## config.mk

```make
export PLATFORM = sky130hd
export DESIGN_NAME = xbee_cmd_decoder_flat
export DESIGN_NICKNAME = d
export VERILOG_FILES = /design/src/rtl/xbee_cmd_decoder_if.sv /design/src/rtl/xbee_cmd_decoder.sv /design/src/flat_wrapper.sv
export SDC_FILE = /design/constraint.sdc
export NUM_CORES = 1
export LEC_CHECK = 0
export BUFFER_PORTS_ARGS = -buffer_cell sky130_fd_sc_hd__buf_4
export CELL_PAD_IN_SITES_DETAIL_PLACEMENT = 1
export CELL_PAD_IN_SITES_GLOBAL_PLACEMENT = 2
export CORE_AREA = 2 2 101 103
export CTS_CLUSTER_DIAMETER = 60
export DETAILED_ROUTE_END_ITERATION = 8
export DIE_AREA = 0 0 103 105
export GPL_ROUTABILITY_DRIVEN = 0
export PLACE_DENSITY_LB_ADDON = 0.1
export RECOVER_POWER = 50
export SYNTH_ARGS = -nofsm -noshare
export SYNTH_HDL_FRONTEND = slang
export SYNTH_SLANG_ARGS = --single-unit
export TNS_END_PERCENT = 1
```

## constraint.sdc

```tcl
create_clock -name clk -period 1.7 [get_ports clk]
set_input_delay 0.34 -clock clk [delete_from_list [all_inputs] [get_ports clk]]
set_output_delay 0.34 -clock clk [all_outputs]
set_load 0.03 [all_outputs]
```

## src/rtl/xbee_cmd_decoder_if.sv

```systemverilog
// Byte-stream and motor-command bundle between the UART receiver, the
// command decoder and the motor-control mux.
interface xbee_cmd_decoder_if;
  logic [7:0] rx_data;
  logic       rx_valid;
  logic [7:0] motctl;
  logic       cmd_valid;
  logic       link_up;
  logic [7:0] frame_err_cnt;

  // Byte source side: drives received bytes and observes the decoder results.
  modport master (
    output rx_data,
    output rx_valid,
    input  motctl,
    input  cmd_valid,
    input  link_up,
    input  frame_err_cnt
  );

  // Decoder side: consumes received bytes and produces the motor command.
  modport slave (
    input  rx_data,
    input  rx_valid,
    output motctl,
    output cmd_valid,
    output link_up,
    output frame_err_cnt
  );
endinterface

```

## src/rtl/xbee_cmd_decoder.sv

```systemverilog
// Xbee motor-command decoder: frames SYNC/CMD/CHK byte triplets, validates
// them, remaps the command bits to the motor-control layout and forces a
// motor stop when accepted frames stop arriving.
module xbee_cmd_decoder #(
  parameter int unsigned TIMEOUT_CYCLES  = 25_000_000,
  parameter int unsigned BYTE_GAP_CYCLES = 200_000,
  parameter logic [7:0]  SYNC_BYTE       = 8'hA5
) (
  input logic               clk,
  input logic               reset_n,
  xbee_cmd_decoder_if.slave bus
);

  localparam int unsigned WD_W  = (TIMEOUT_CYCLES  > 1) ? $clog2(TIMEOUT_CYCLES)  : 1;
  localparam int unsigned GAP_W = (BYTE_GAP_CYCLES > 1) ? $clog2(BYTE_GAP_CYCLES) : 1;
  localparam logic [WD_W-1:0]  WD_LAST  = WD_W'(TIMEOUT_CYCLES - 1);
  localparam logic [GAP_W-1:0] GAP_LAST = GAP_W'(BYTE_GAP_CYCLES - 1);

  typedef enum logic [1:0] {
    ST_IDLE     = 2'd0,
    ST_GOT_SYNC = 2'd1,
    ST_GOT_CMD  = 2'd2
  } state_e;

  // A frame is good when the check byte is the bitwise complement of the
  // command and the reserved low nibble of the command is clear.
  function automatic logic frame_ok(input logic [7:0] cmd, input logic [7:0] chk);
    return (chk == ~cmd) && (cmd[3:0] == 4'b0000);
  endfunction

  // Command bits [7:4] map onto the left/right forward/reverse motor pins.
  function automatic logic [7:0] remap_cmd(input logic [7:0] cmd);
    return {2'b00, cmd[4], cmd[5], 2'b00, cmd[6], cmd[7]};
  endfunction

  state_e           state_q, state_d;
  logic [7:0]       cmd_q, cmd_d;
  logic [GAP_W-1:0] gap_q, gap_d;
  logic [WD_W-1:0]  wd_q, wd_d;
  logic [7:0]       motctl_q, motctl_d;
  logic             cmd_valid_q, cmd_valid_d;
  logic             link_up_q, link_up_d;
  logic [7:0]       err_q, err_d;

  logic             accept_s;
  logic             frame_err_s;
  logic             wd_expire_s;

  // Frame parser: next state, command capture, accept and error events.
  always_comb begin
    state_d     = state_q;
    cmd_d       = cmd_q;
    accept_s    = 1'b0;
    frame_err_s = 1'b0;
    if (bus.rx_valid) begin
      case (state_q)
        ST_IDLE: begin
          if (bus.rx_data == SYNC_BYTE) begin
            state_d = ST_GOT_SYNC;
          end else begin
            state_d = ST_IDLE;
          end
        end
        ST_GOT_SYNC: begin
          cmd_d   = bus.rx_data;
          state_d = ST_GOT_CMD;
        end
        ST_GOT_CMD: begin
          if (frame_ok(cmd_q, bus.rx_data)) begin
            accept_s = 1'b1;
            state_d  = ST_IDLE;
          end else begin
            frame_err_s = 1'b1;
            // A rejected check byte may itself be the start of the next frame.
            if (bus.rx_data == SYNC_BYTE) begin
              state_d = ST_GOT_SYNC;
            end else begin
              state_d = ST_IDLE;
            end
          end
        end
        default: begin
          state_d = ST_IDLE;
        end
      endcase
    end else if ((state_q != ST_IDLE) && (gap_q == GAP_LAST)) begin
      // Sender stalled inside a frame: abandon it and count it as bad.
      state_d     = ST_IDLE;
      frame_err_s = 1'b1;
    end else begin
      state_d = state_q;
    end
  end

  // Inter-byte gap timer: only runs while a frame is partially received.
  always_comb begin
    gap_d = gap_q;
    if (bus.rx_valid) begin
      gap_d = '0;
    end else if (state_q == ST_IDLE) begin
      gap_d = '0;
    end else if (gap_q == GAP_LAST) begin
      gap_d = '0;
    end else begin
      gap_d = gap_q + GAP_W'(1);
    end
  end

  // Link watchdog and registered output values; an accept beats a timeout.
  always_comb begin
    wd_d        = wd_q;
    wd_expire_s = 1'b0;
    motctl_d    = motctl_q;
    link_up_d   = link_up_q;
    cmd_valid_d = accept_s;
    err_d       = err_q;

    if (accept_s) begin
      wd_d = '0;
    end else if (wd_q == WD_LAST) begin
      wd_d        = wd_q;
      wd_expire_s = 1'b1;
    end else begin
      wd_d = wd_q + WD_W'(1);
    end

    if (accept_s) begin
      motctl_d  = remap_cmd(cmd_q);
      link_up_d = 1'b1;
    end else if (wd_expire_s) begin
      motctl_d  = 8'h00;
      link_up_d = 1'b0;
    end else begin
      motctl_d  = motctl_q;
      link_up_d = link_up_q;
    end

    if (frame_err_s && (err_q != 8'hFF)) begin
      err_d = err_q + 8'h01;
    end else begin
      err_d = err_q;
    end
  end

  // Parser state, captured command and both counters.
  always_ff @(posedge clk or negedge reset_n) begin
    if (!reset_n) begin
      state_q <= ST_IDLE;
      cmd_q   <= 8'h00;
      gap_q   <= '0;
      wd_q    <= '0;
    end else begin
      state_q <= state_d;
      cmd_q   <= cmd_d;
      gap_q   <= gap_d;
      wd_q    <= wd_d;
    end
  end

  // Registered outputs towards the motor-control mux.
  always_ff @(posedge clk or negedge reset_n) begin
    if (!reset_n) begin
      motctl_q    <= 8'h00;
      cmd_valid_q <= 1'b0;
      link_up_q   <= 1'b0;
      err_q       <= 8'h00;
    end else begin
      motctl_q    <= motctl_d;
      cmd_valid_q <= cmd_valid_d;
      link_up_q   <= link_up_d;
      err_q       <= err_d;
    end
  end

  assign bus.motctl        = motctl_q;
  assign bus.cmd_valid     = cmd_valid_q;
  assign bus.link_up       = link_up_q;
  assign bus.frame_err_cnt = err_q;

endmodule

```

## src/flat_wrapper.sv

```systemverilog
// flat-port wrapper written by rule: the top's interface ports become plain ports
module xbee_cmd_decoder_flat 
#(
  parameter int unsigned TIMEOUT_CYCLES  = 25_000_000,
  parameter int unsigned BYTE_GAP_CYCLES = 200_000,
  parameter logic [7:0]  SYNC_BYTE       = 8'hA5
)
  (clk, reset_n, bus_rx_data, bus_rx_valid, bus_motctl, bus_cmd_valid, bus_link_up, bus_frame_err_cnt);
  xbee_cmd_decoder_if bus_i ();
  input logic clk;
  input logic reset_n;
  input wire logic [$bits(bus_i.rx_data)-1:0] bus_rx_data;
  input wire logic [$bits(bus_i.rx_valid)-1:0] bus_rx_valid;
  output wire logic [$bits(bus_i.motctl)-1:0] bus_motctl;
  output wire logic [$bits(bus_i.cmd_valid)-1:0] bus_cmd_valid;
  output wire logic [$bits(bus_i.link_up)-1:0] bus_link_up;
  output wire logic [$bits(bus_i.frame_err_cnt)-1:0] bus_frame_err_cnt;
  assign bus_i.rx_data = bus_rx_data;
  assign bus_i.rx_valid = bus_rx_valid;
  assign bus_motctl = bus_i.motctl;
  assign bus_cmd_valid = bus_i.cmd_valid;
  assign bus_link_up = bus_i.link_up;
  assign bus_frame_err_cnt = bus_i.frame_err_cnt;
  xbee_cmd_decoder #(.TIMEOUT_CYCLES(TIMEOUT_CYCLES), .BYTE_GAP_CYCLES(BYTE_GAP_CYCLES), .SYNC_BYTE(SYNC_BYTE)) u_core (.clk(clk), .reset_n(reset_n), .bus(bus_i));
endmodule
```

-- After elaboration in Yosys (flattened, before gate mapping)
Cells that the tools add are included.
W data, S select, Z words.
- flip-flop bits (word level): 71
- input port bits: 11
- output and inout bits: 18
- $add $sub $neg: 3
- equality and inequality tests: 8
- multiplexer cells: 23
- bitwise operators: 1
- reductions and logical operators: 9
- operator list (operator ; count):
    $mux W18 ; 3
    $mux W25 ; 2
    $add A25 B1 Y25 const B ; 1
    $eq A25 B25 Y1 const B ; 1
    $add A18 B1 Y18 const B ; 1
    $eq A18 B18 Y1 const B ; 1
    $mux W8 ; 2
    $mux W1 ; 12
    $add A8 B1 Y8 const B ; 1
    $eq A8 B8 Y1 ; 1
    $eq A8 B8 Y1 const B ; 1
    $ne A8 B8 Y1 const B ; 1
    $not A8 Y8 ; 1
    $mux W2 ; 3
    $pmux W2 S3 ; 1
    $reduce_bool A2 Y1 ; 3
    $logic_not A4 Y1 ; 1
    $logic_and A1 B1 Y1 ; 3
    $eq A2 B1 Y1 const B ; 1
    $eq A2 B2 Y1 const B ; 1
    $logic_not A2 Y1 ; 1
    $ne A2 B1 Y1 const B ; 1
    $reduce_and A2 Y1 ; 1

-- Logic depth before layout (Yosys ltp)
- depth after elaboration: 9
- depth in mapped cells: 7
- mapped depth without buffers: 6

-- Worst setup path after synthesis
OpenSTA, ideal clock, no wires.
- kind: register to register
- start point: reg u_core.cmd_q[2]
- end point: reg u_core.err_q[1] (netlist: u_core.bus.frame_err_cnt[1])
- data arrival time: 1.683 ns
- required time: 1.575 ns
- setup slack: -0.108 ns
- cell stages (with the launch flop): 6
- cell sequence: dfrtp_1 > and4bb_1 > nand4_1 > o31a_1 > o21ai_4 > mux2_4
- cells in the longest elaborated chain, start to end: 7
- RTL lines (item ; line ; source):
    start: declaration ; xbee_cmd_decoder.sv:37 ; logic [7:0] cmd_q, cmd_d;
    start signal: assignment ; xbee_cmd_decoder.sv:154 ; cmd_q <= cmd_d;
    $not A8 Y8 ; xbee_cmd_decoder.sv:28 ; return (chk == ~cmd) && (cmd[3:0] == 4'b0000);
    $eq A8 B8 Y1 ; xbee_cmd_decoder.sv:28 ;
    $logic_and A1 B1 Y1 (*) ; xbee_cmd_decoder.sv:28 ;
    $mux W1 (*) ; xbee_cmd_decoder.sv:69 ; if (frame_ok(cmd_q, bus.rx_data)) begin
    $mux W1 (*) ; xbee_cmd_decoder.sv:56 ; case (state_q)
    $mux W1 (*) ; xbee_cmd_decoder.sv:55 ; if (bus.rx_valid) begin
    $logic_and A1 B1 Y1 (*) ; xbee_cmd_decoder.sv:138 ; if (frame_err_s && (err_q != 8'hFF)) begin
    end signal: assignment ; xbee_cmd_decoder.sv:171 ; err_q <= err_d;
    end: declaration ; xbee_cmd_decoder.sv:43 ; logic [7:0] err_q, err_d;
Every way passes the cells marked *; elsewhere a longest branch is shown, timed or not.
A chain may end at the register's enable or synchronous reset.

-- Final worst setup path
- start point: reg u_core.gap_q[13]
- end point: reg u_core.err_q[1] (netlist: u_core.bus.frame_err_cnt[1])
- cells in the longest elaborated chain, start to end: 5
- RTL lines (item ; line ; source):
    start: declaration ; xbee_cmd_decoder.sv:38 ; logic [GAP_W-1:0] gap_q, gap_d;
    start signal: assignment ; xbee_cmd_decoder.sv:155 ; gap_q <= gap_d;
    $eq A18 B18 Y1 ; xbee_cmd_decoder.sv:86 ; end else if ((state_q != ST_IDLE) && (gap_q == GAP_LAST)) begin
    $logic_and A1 B1 Y1 ; xbee_cmd_decoder.sv:86 ;
    $mux W1 ; xbee_cmd_decoder.sv:86 ;
    $mux W1 ; xbee_cmd_decoder.sv:55 ;
    $logic_and A1 B1 Y1 ; xbee_cmd_decoder.sv:138 ;
Every way passes these cells.

==> impl_results.md <==
- Die width: 103 um
- Worst flop-to-flop path endpoint: u_core.bus.frame_err_cnt[1]$_DFFE_PN0P_
- Count of state elements after synthesis: between 60 and 70
- Flop pwr share: 0.497
- Number of I/O pins: 29
- Final hold vios: 0
- R2R cell count: 5
- Worst EP arrival: 2.02 ns
- Total of max-cap violations: 0
- Worst R2R Start: u_core.gap_q[13]$_DFF_PN0_
- Reported net switching power: 0.000803 W
- Cell depth of the worst hold path: 2
- DPL Wire Length: around 5.7 mm
- List of cells traversed by the critical path: or4_4, nor2_4, and3_4, o21ai_4, mux2_4
- Global-route wire length before repair: 13.9 mm
- Most used cells in the layout excluding fill and tap cells: buf_4, dfrtp_1, nor2_1
- Final-stage net count: 427
- Effective utilization at floorplan: 0.348
- Pre-Repair DR Iteration Count: 4
- Final-layout worst hold slack: ~0.24 ns
- Post-route fraction of the period consumed by the critical path: 1.05
- Detailed-route wire length: 8.15 mm
- Power density of the placed cells: 771 mW/mm^2
- CTS H-tree depth: 3
- Cell Int Power: 0.00259 W
- Average wire per cell in the routed design: 14.8 um
- Place WS: -0.107 ns
- Most frequent standard cell in the layout excluding fill and tap cells: buf_4
- Type of the tightest min-delay check: in -> reg
- Number of placed cells counting well taps: roughly 530
- Number of sinks driven by the clock tree: 67
- Row cnt: 36
- Max-slew headroom at the worst pin: 0.614
- Leakage power: 1.95 nW
- Number of warnings printed during yosys synthesis: 0
- Maximum vdd drop: 0.403 mV
- Via count of the first global-routing pass: 2788
- Clock root buffer: clkbuf_8
- Synth Area in Compound Gates: 0.0534
- Start point of the worst min-delay path: bus_rx_data[2]
- Diode count: 0
- Final Skew: between 0.008 and 0.009 ns
- Critical Path Fanout Max: 7
- Fill cell count: 1127
- Portion of total power attributed to combinational logic: 0.077
- Post-synthesis to final-layout area growth: 31.3%
- Max clock buf depth: 2
- DRC violation total after the first TritonRoute iteration: 96
- Fraction of synthesis flops using an asynchronous set or reset pin: 1.00
- All-Layer GR Usage: 0.167
- Smallest setup slack after layout: -0.0847 ns
- Overflow left after global routing: 0
- Minimum clock period: 1.78 ns
- Max-slew violation count: 0
- Post-Synthesis Mean Instance Area: 10.1 sq um
- Achievable Freq: 560 MHz
- Total CTS buffers: 9
- Start-to-end type of the worst setup path: reg -> reg
- Vias per cell: 4.82
- Multiplexer fraction of the synthesized cell area: 0.0344
- Post-synthesis instance area: ~0.0034 sq mm
- Initial antenna violation count: 0
- Post-Synthesis Cells: 331
- Slowest Stage Delay on Critical Path: around 0.55 ns
- Clk pwr share: 0.426
- Failing checks: negative setup slack
- Launching element type of the critical path: register
- Unrepaired setup endpoints after global routing: yes
- Cell type of the slowest stage on the worst timing path: or4_4
- Fraction of synthesized cell area in xor and xnor cells: 0.120
- DRT antenna net count: 0
- Slack of the worst reg-to-reg path: -0.08 ns
- Post-Layout Cell Count: 550
- Worst path required time: between 1.5 and 2 ns
- Latest clock arrival within the worst-skew pair: 0.35 ns
- Final Core Density: 0.456
- Fraction of final layout cells with drive strength greater than 1: 0.295
- CP Capture Type: register
- Synth Area in Simple Gates: 0.250
- Number of different library cells in the post-synthesis netlist: 46
- Port Buffer Count: 24
- Post-Layout Inst Area: 0.00440 sq mm
- DR DRC count: 0
- Number of synthesized flops with an enable pin: 0
- Via total after detailed routing: 2649
- Maximum number of pins on one net before global-route repair: 35
- Area of the die: 0.0108 sq mm
- Fraction of the yosys area taken by sequential cells: 0.500
- Clock tree from TritonCTS: done
- Status: finished with violations
- Placed Area: just over 0.004 sq mm
- Clock-pin slew on the worst setup and hold paths: 0.07 ns
- Predominant post-synthesis flop cell: dfrtp_1
- Core region area: 0.00964 sq mm
- Tightest Pin Transition: 0.579 ns
- Total setup violations reported at the end of the flow: 3
- Hold endpoint: u_core.cmd_q[2]$_DFFE_PN0P_
- Fraction of the mapped netlist area in adder cells: 0.0112
- Dominant combinational cell family by area after synthesis: simple AND/OR/NAND/NOR gates
- Floorplan die height: 105 um
- Switching Share: 0.237
cells by family after synthesis:
group           after synthesis
other cells                   1
compound gates               24
mux                          10
xor+xnor                     46
buf+inv                      18
simple gates                162
flops                        67
fa+ha+maj                     3
registers in the layout, summed over array words and instances, names as in the netlist:
name / cells
u_core.bus.motctl: 4
u_core.bus.frame_err_cnt: 8
u_core.wd_q: 25
u_core.bus.link_up: 1
u_core.state_q: 2
u_core.gap_q: 18
u_core.bus.cmd_valid: 1
u_core.cmd_q: 8
final cells by class:
| type | instances | area (sq um) | share of cell area |
|---|---|---|---|
| clock inverters | 1 | 30.0 | 0.00683 |
| flip-flops and latches | 67 | 1680 | 0.381 |
| repair buffers | 81 | 657 | 0.149 |
| well taps | 133 | 166 | 0.0378 |
| multi-input cells | 249 | 1670 | 0.379 |
| clock buffers | 14 | 183 | 0.0415 |
| inverters | 5 | 18.8 | 0.00427 |
worst max-delay path by stage:
stage	startpoint	endpoint	slack, ns	depth (start not counted)
2_1_floorplan	u_core.gap_q[12]$_DFF_PN0_	u_core.bus.frame_err_cnt[1]$_DFFE_PN0P_	-0.06	6
3_3_place_gp	u_core.gap_q[15]$_DFF_PN0_	u_core.bus.frame_err_cnt[1]$_DFFE_PN0P_	-0.09	6
3_5_place_dp	u_core.gap_q[15]$_DFF_PN0_	u_core.bus.frame_err_cnt[1]$_DFFE_PN0P_	-0.11	6
4_1_cts	u_core.gap_q[12]$_DFF_PN0_	u_core.bus.frame_err_cnt[1]$_DFFE_PN0P_	-0.13	6
5_1_grt	u_core.cmd_q[2]$_DFFE_PN0P_	u_core.bus.motctl[1]$_DFFE_PN0P_	-0.16	7
6_report	u_core.gap_q[13]$_DFF_PN0_	u_core.bus.frame_err_cnt[1]$_DFFE_PN0P_	-0.08	5
critical path, delay by kind of cell (launching register included):
family / cells / cell delay [ns]
AOI/OAI and AO/OA: 1 / 0.08
DFF: 1 / 0.38
muxes: 1 / 0.30
and+or+nand+nor: 3 / 0.91
through the flow:
step / TNS [ns] / power, W
final: -0.135 / 0.00339
after global routing: -3.76 / 0.00356
after CTS: -0.521 / 0.00344
after detailed placement: -0.845 / 0.00197
after global placement: -0.552 / 0.00197
after floorplan: -0.0573 / 0.00183
cells in the mapped netlist, types with 2 or more instances:
cell | number | area (sq um)
a21oi_1 | 4 | 20.0
and3_1 | 16 | 100
and4_1 | 2 | 17.5
buf_2 | 6 | 30.0
buf_4 | 4 | 30.0
clkbuf_1 | 2 | 7.51
dfrtp_1 | 67 | 1680
ha_1 | 3 | 37.5
inv_1 | 5 | 18.8
mux2_2 | 8 | 90.1
nand2_1 | 25 | 93.8
nand2b_1 | 4 | 25.0
nand3_1 | 20 | 100
nand4_1 | 8 | 50.1
nor2_1 | 49 | 184
nor3_1 | 14 | 70.1
nor4_1 | 9 | 56.3
nor4b_1 | 2 | 17.5
o211ai_1 | 5 | 37.5
o21ai_0 | 4 | 20.0
o21ai_1 | 3 | 15.0
or3_1 | 3 | 18.8
xnor2_1 | 32 | 280
xor2_1 | 14 | 123
metal layers:
layer,vias to the layer above,routed length (um),share of wire,GRT usage
met5,-,0,0,0
met4,0,156,0.019,0.0705
met3,12,216,0.026,0.0314
met2,36,3710,0.46,0.249
met1,1299,4070,0.50,0.236
li1,1302,-,-,-
timing repair:
action,4_1_cts,5_1_grt
hold buffers,1,0
hold endpoints to repair,20,0
buffers inserted,0,1
gates resized for setup,10,11
setup endpoints to repair,34,56
pin swaps,8,13
power by group through the flow:
stage | logic [W] | clock network, W | registers [W]
floorplan | 0.000107 | 0 | 0.00172
global placement | 0.000254 | 0 | 0.00171
detailed placement | 0.000259 | 0 | 0.00171
CTS | 0.000266 | 0.00149 | 0.00168
global route | 0.000295 | 0.00157 | 0.00169
finish | 0.000262 | 0.00144 | 0.00168
Power figures use the tool's default switching activity.
